--- config.mk ---
export PLATFORM = sky130hd
export DESIGN_NAME = sar8_ctrl_flat
export DESIGN_NICKNAME = d
export VERILOG_FILES = /design/src/rtl/sar8_ctrl_if.sv /design/src/rtl/sar8_ctrl.sv /design/src/flat_wrapper.sv
export SDC_FILE = /design/constraint.sdc
export NUM_CORES = 1
export LEC_CHECK = 0
export BUFFER_PORTS_ARGS = -buffer_cell sky130_fd_sc_hd__buf_2
export CORE_MARGIN = 3
export CORE_UTILIZATION = 45
export DETAILED_ROUTE_END_ITERATION = 16
export HOLD_SLACK_MARGIN = 0.02
export PLACE_DENSITY = 0.9
export SYNTH_ARGS = -nofsm -noshare
export SYNTH_HDL_FRONTEND = slang
export SYNTH_SLANG_ARGS = --single-unit
--- constraint.sdc ---
create_clock -name clk -period 6.9 [get_ports clk]
set_clock_uncertainty 0.2 [all_clocks]
set_input_delay 1.035 -clock clk [delete_from_list [all_inputs] [get_ports clk]]
set_output_delay 1.035 -clock clk [all_outputs]
set_load 0.005 [all_outputs]
--- src/rtl/sar8_ctrl_if.sv ---
// rtl/sar8_ctrl_if.sv - Tiny Tapeout pin bundle for the SAR controller
interface sar8_ctrl_if;
  logic       ena;
  logic [7:0] ui_in;
  logic [7:0] uo_out;
  logic [7:0] uio_in;
  logic [7:0] uio_out;
  logic [7:0] uio_oe;

  modport master (
    output ena, ui_in, uio_in,
    input  uo_out, uio_out, uio_oe
  );

  modport slave (
    input  ena, ui_in, uio_in,
    output uo_out, uio_out, uio_oe
  );
endinterface

--- src/rtl/sar8_ctrl.sv ---
// rtl/sar8_ctrl.sv - 8-bit successive-approximation controller, one decision per enabled clock
// The trial code goes straight from the SAR register to the DAC pins; done latches until reset.
module sar8_ctrl #(
  parameter int WIDTH = 8
) (
  input  logic        clk,
  input  logic        rst,
  sar8_ctrl_if.slave  bus
);

  localparam int PW = $clog2(WIDTH);

  logic [WIDTH-1:0] r_sar;
  logic [PW-1:0]    r_ptr;
  logic             r_done;

  logic [WIDTH-1:0] w_sar_nxt;
  logic [PW-1:0]    w_ptr_nxt;
  logic             w_done_nxt;
  logic             w_cmp;
  logic             w_unused;

  assign w_cmp    = bus.ui_in[0];
  assign w_unused = ^{bus.ui_in[7:1], bus.uio_in};

  always_ff @(posedge clk or posedge rst) begin
    if (rst) begin
      r_sar  <= WIDTH'(1) << (WIDTH - 1);
      r_ptr  <= PW'(WIDTH - 1);
      r_done <= 1'b0;
    end else begin
      r_sar  <= w_sar_nxt;
      r_ptr  <= w_ptr_nxt;
      r_done <= w_done_nxt;
    end
  end

  // Resolve the bit under test and arm the next lower one as the new trial bit.
  always_comb begin
    w_sar_nxt  = r_sar;
    w_ptr_nxt  = r_ptr;
    w_done_nxt = r_done;
    if (bus.ena && !r_done) begin
      w_sar_nxt[r_ptr] = w_cmp;
      if (r_ptr != '0) begin
        w_sar_nxt[r_ptr - 1'b1] = 1'b1;
        w_ptr_nxt               = r_ptr - 1'b1;
      end else begin
        w_done_nxt = 1'b1;
      end
    end
  end

  always_comb begin
    bus.uo_out  = 8'(r_sar);
    bus.uio_out = {6'b0, ~r_done, r_done};
    bus.uio_oe  = 8'b0000_0011;
  end

endmodule

--- src/flat_wrapper.sv ---
// flat-port wrapper written by rule: the top's interface ports become plain ports
module sar8_ctrl_flat 
#(
  parameter int WIDTH = 8
)
  (clk, rst, bus_ena, bus_ui_in, bus_uio_in, bus_uo_out, bus_uio_out, bus_uio_oe);
  sar8_ctrl_if bus_i ();
  input  logic clk;
  input  logic rst;
  input wire logic [$bits(bus_i.ena)-1:0] bus_ena;
  input wire logic [$bits(bus_i.ui_in)-1:0] bus_ui_in;
  input wire logic [$bits(bus_i.uio_in)-1:0] bus_uio_in;
  output wire logic [$bits(bus_i.uo_out)-1:0] bus_uo_out;
  output wire logic [$bits(bus_i.uio_out)-1:0] bus_uio_out;
  output wire logic [$bits(bus_i.uio_oe)-1:0] bus_uio_oe;
  assign bus_i.ena = bus_ena;
  assign bus_i.ui_in = bus_ui_in;
  assign bus_i.uio_in = bus_uio_in;
  assign bus_uo_out = bus_i.uo_out;
  assign bus_uio_out = bus_i.uio_out;
  assign bus_uio_oe = bus_i.uio_oe;
  sar8_ctrl #(.WIDTH(WIDTH)) u_core (.clk(clk), .rst(rst), .bus(bus_i));
endmodule
==> qor.txt <==
Drt initial violations -> 50
Via density -> 5.30
GP Congestion -> 0.919
Ys flop type -> dfrtp_1
Critical path's slowest cell -> dfrtp_1
Post-cts gate resize count -> 0
Area leader, netlist -> dfrtp_1
Fmax -> 0.454 GHz
Cell breakdown of the critical path -> inv_1 > buf_2
Number of enable flip-flop cells after synthesis -> 0
Worst EP arrival -> 0.97 ns
First-pass GRT wire length -> 2540 um
Final Max Slew Viols -> 0
Setup violators final -> 0
Area delta synth->final -> 4.86%
Port Buf Inserts -> 13
Clock Sink Count -> 12
Mapped Area -> 825 um^2
Register bit total from synthesis -> 12
Worst Setup Start Kind -> flip-flop
# IOs -> 43
Clock transition at the registers of the reported paths -> 0.07 ns
Largest cells by area after synthesis -> dfrtp_1, buf_4, dfstp_2
Nets -> 125
GRT Residual Overflow -> 0
Worst EP required -> 5.66 ns
WL final -> 1590 um
Area of the multi-input gates -> 402 um^2
FP Rows -> 14
DIE WIDTH -> 48.8 um
Yosys warns -> 0
Post-route clock period utilization -> 32.0%
CP Capture Type -> output pin
Setup WS post-layout -> 4.70 ns
Largest net degree at the start of global routing -> 18
Minimum clock period -> 2.20 ns
PD cells -> 155 nW/um^2
Placed Instances -> 123
Root buf cell -> clkbuf_4
Layout cells sized above 1 -> 21.4%
Syn Inst Count -> 93
Crit-path max FO -> 8
DRC -> 0
Post-Layout Cell Count -> 127
Yosys top cell area share -> 24.3%
Vias in the first global route -> 570
Setup Fix Bufs, Post-CTS -> 0
Num CTS Buffers -> 3
Asr flop ratio synth -> 100%
Cts hold-fix bufs -> 0
Longest Clk Path Bufs -> 2
Distinct cells, synth -> 34
Diode count -> 0
Final Hold Vio Count -> 0
Post-DRT Antenna Nets -> 0
Die height -> 48.8 um
Leakage Power -> 0.429 nW
Hold_ws -> 0.331 ns
Max cap viols -> 0
Sequential-to-total area share from yosys stat -> 37.0%
Per-cell routed wire length -> 12.5 um
Antenna violations before repair -> 0
DR vias -> 673
Outcome -> completed
H-tree levels -> 1
Core Area -> 1610 um^2
Unrepaired setup endpoints after global routing -> no
Reg2reg start -> u_core.r_ptr[1]
IR drop worst, VDD -> 0.0643 mV
TritonCTS clock tree -> yes
Initial Utilization -> 51.2%
Pre-CTS setup slack -> 4.68 ns
Pre-antenna DRT Iters -> 4
WS Path Type -> reg2out
Critical path origin -> u_core.r_done
Worst hold-check path type -> reg2reg
Clk_lat worst skew -> 0.28 ns
Fillers -> 151
Setup_tns -> 0 ns
Hold_sp -> u_core.bus.uo_out[6]
Overall power -> 0.134 mW
Slowest stage delay, CP -> 0.47 ns
Sequential Area -> 305 um^2
Post-synthesis average cell area -> 8.87 um^2
Die area -> 2380 um^2
Hpwl dp -> 1170 um
GRT Resource Usage Total -> 14.1%
==> power by group <==
part	switching, mW	internal (mW)	total, mW	leakage (nW)
combinational	0.00477	0.00158	0.00635	0.262
sequential	0.000242	0.0708	0.0710	0.146
clock	0.0244	0.0322	0.0565	0.0210
total	0.0294	0.104	0.134	0.429
==> through the flow <==
| stage | util, % | area [um^2] |
|---|---|---|
| after detailed placement | 51.4 | 828 |
| after floorplan | - | 870 |
| after CTS | 53.6 | 865 |
| final | 53.6 | 865 |
| after global placement | 51.4 | 828 |
| after global routing | 53.6 | 865 |
==> critical path, delay by kind of cell (launching register included) <==
| kind | cells | cell delay [ns] |
|---|---|---|
| flip-flops | 1 | 0.47 |
| buffers and inverters | 2 | 0.22 |
==> path summary, 6_finish.rpt <==
| path | slack (ns) | endpoint | depth (start not counted) |
|---|---|---|---|
| min reg2reg | 0.33 | u_core.bus.uo_out[6] | 2 |
| max | 4.70 | bus_uio_out[1] | 2 |
| max in group asynchronous | 5.62 | u_core.r_ptr[1] | 2 |
| max reg2reg | 4.74 | u_core.bus.uo_out[2] | 5 |
| min | 0.33 | u_core.bus.uo_out[6] | 2 |
| min in group asynchronous | 0.54 | u_core.bus.uo_out[6] | 2 |
==> per-layer routing <==
layer | vias up | track usage, % | part of all wire [%]
met4 | 0 | 9.95 | 3.1
met3 | 5 | 5.20 | 14
met2 | 60 | 21.0 | 44
li1 | 312 | - | -
met5 | - | 0 | 0
met1 | 296 | 16.6 | 39
==> state kept, by name (all words and copies together), names as in the netlist <==
name               flops
u_core.bus.uo_out      8
u_core.r_done          1
u_core.r_ptr           3
==> cell usage in the layout, fill, tap and decap left out, drive strengths merged <==
cell type / instances
nand3b: 1
or3b: 3
a31oi: 3
nand4b: 1
nor4: 2
o31ai: 1
ha: 2
or2b: 1
dfrtp: 8
o311ai: 1
clkbuf: 4
o22ai: 7
dfstp: 4
conb: 14
or2: 1
mux2i: 1
or3: 1
xnor2: 1
nor2: 2
nand2: 8
nor3: 4
and3b: 1
a21oi: 4
nor3b: 1
o21ai: 1
xor2: 1
inv: 7
mux2: 1
buf: 13
nor2b: 2
nand2b: 1
a211o: 1
==> cells in the mapped netlist (2+ instances only) <==
cell type / instances
a21oi_1: 4
a31oi_1: 3
buf_4: 15
clkbuf_1: 2
conb_1: 2
dfrtp_1: 8
dfstp_2: 4
ha_1: 2
inv_1: 7
nand2_1: 8
nor2_1: 2
nor2b_1: 2
nor3_1: 4
nor4_1: 2
o22ai_1: 7
or3b_1: 3
==> area by class of cell <==
| cell class | instances | share of cell area, % |
|---|---|---|
| clock buffer | 4 | 4.20 |
| multi-input combinational | 67 | 46.5 |
| sequential | 12 | 35.3 |
| tap | 24 | 3.47 |
| inverter | 7 | 3.04 |
| timing repair buffer | 13 | 7.53 |
==> logic make-up (layout without fill, tap and decap cells) <==
kind of cell | after synthesis | in the layout | share of synthesized area (%)
and+or+nand+nor | 29 | 29 | 20.9
buffers and inverters | 26 | 24 | 19.7
AOI/OAI and AO/OA | 18 | 18 | 13.7
DFF | 12 | 12 | 37.0
adders and majority gates | 2 | 2 | 3.03
other | 2 | 14 | 0.911
xor gates and xnor gates | 2 | 2 | 2.12
muxes | 2 | 2 | 2.58
Note: power is estimated with default switching activity, not from simulation.
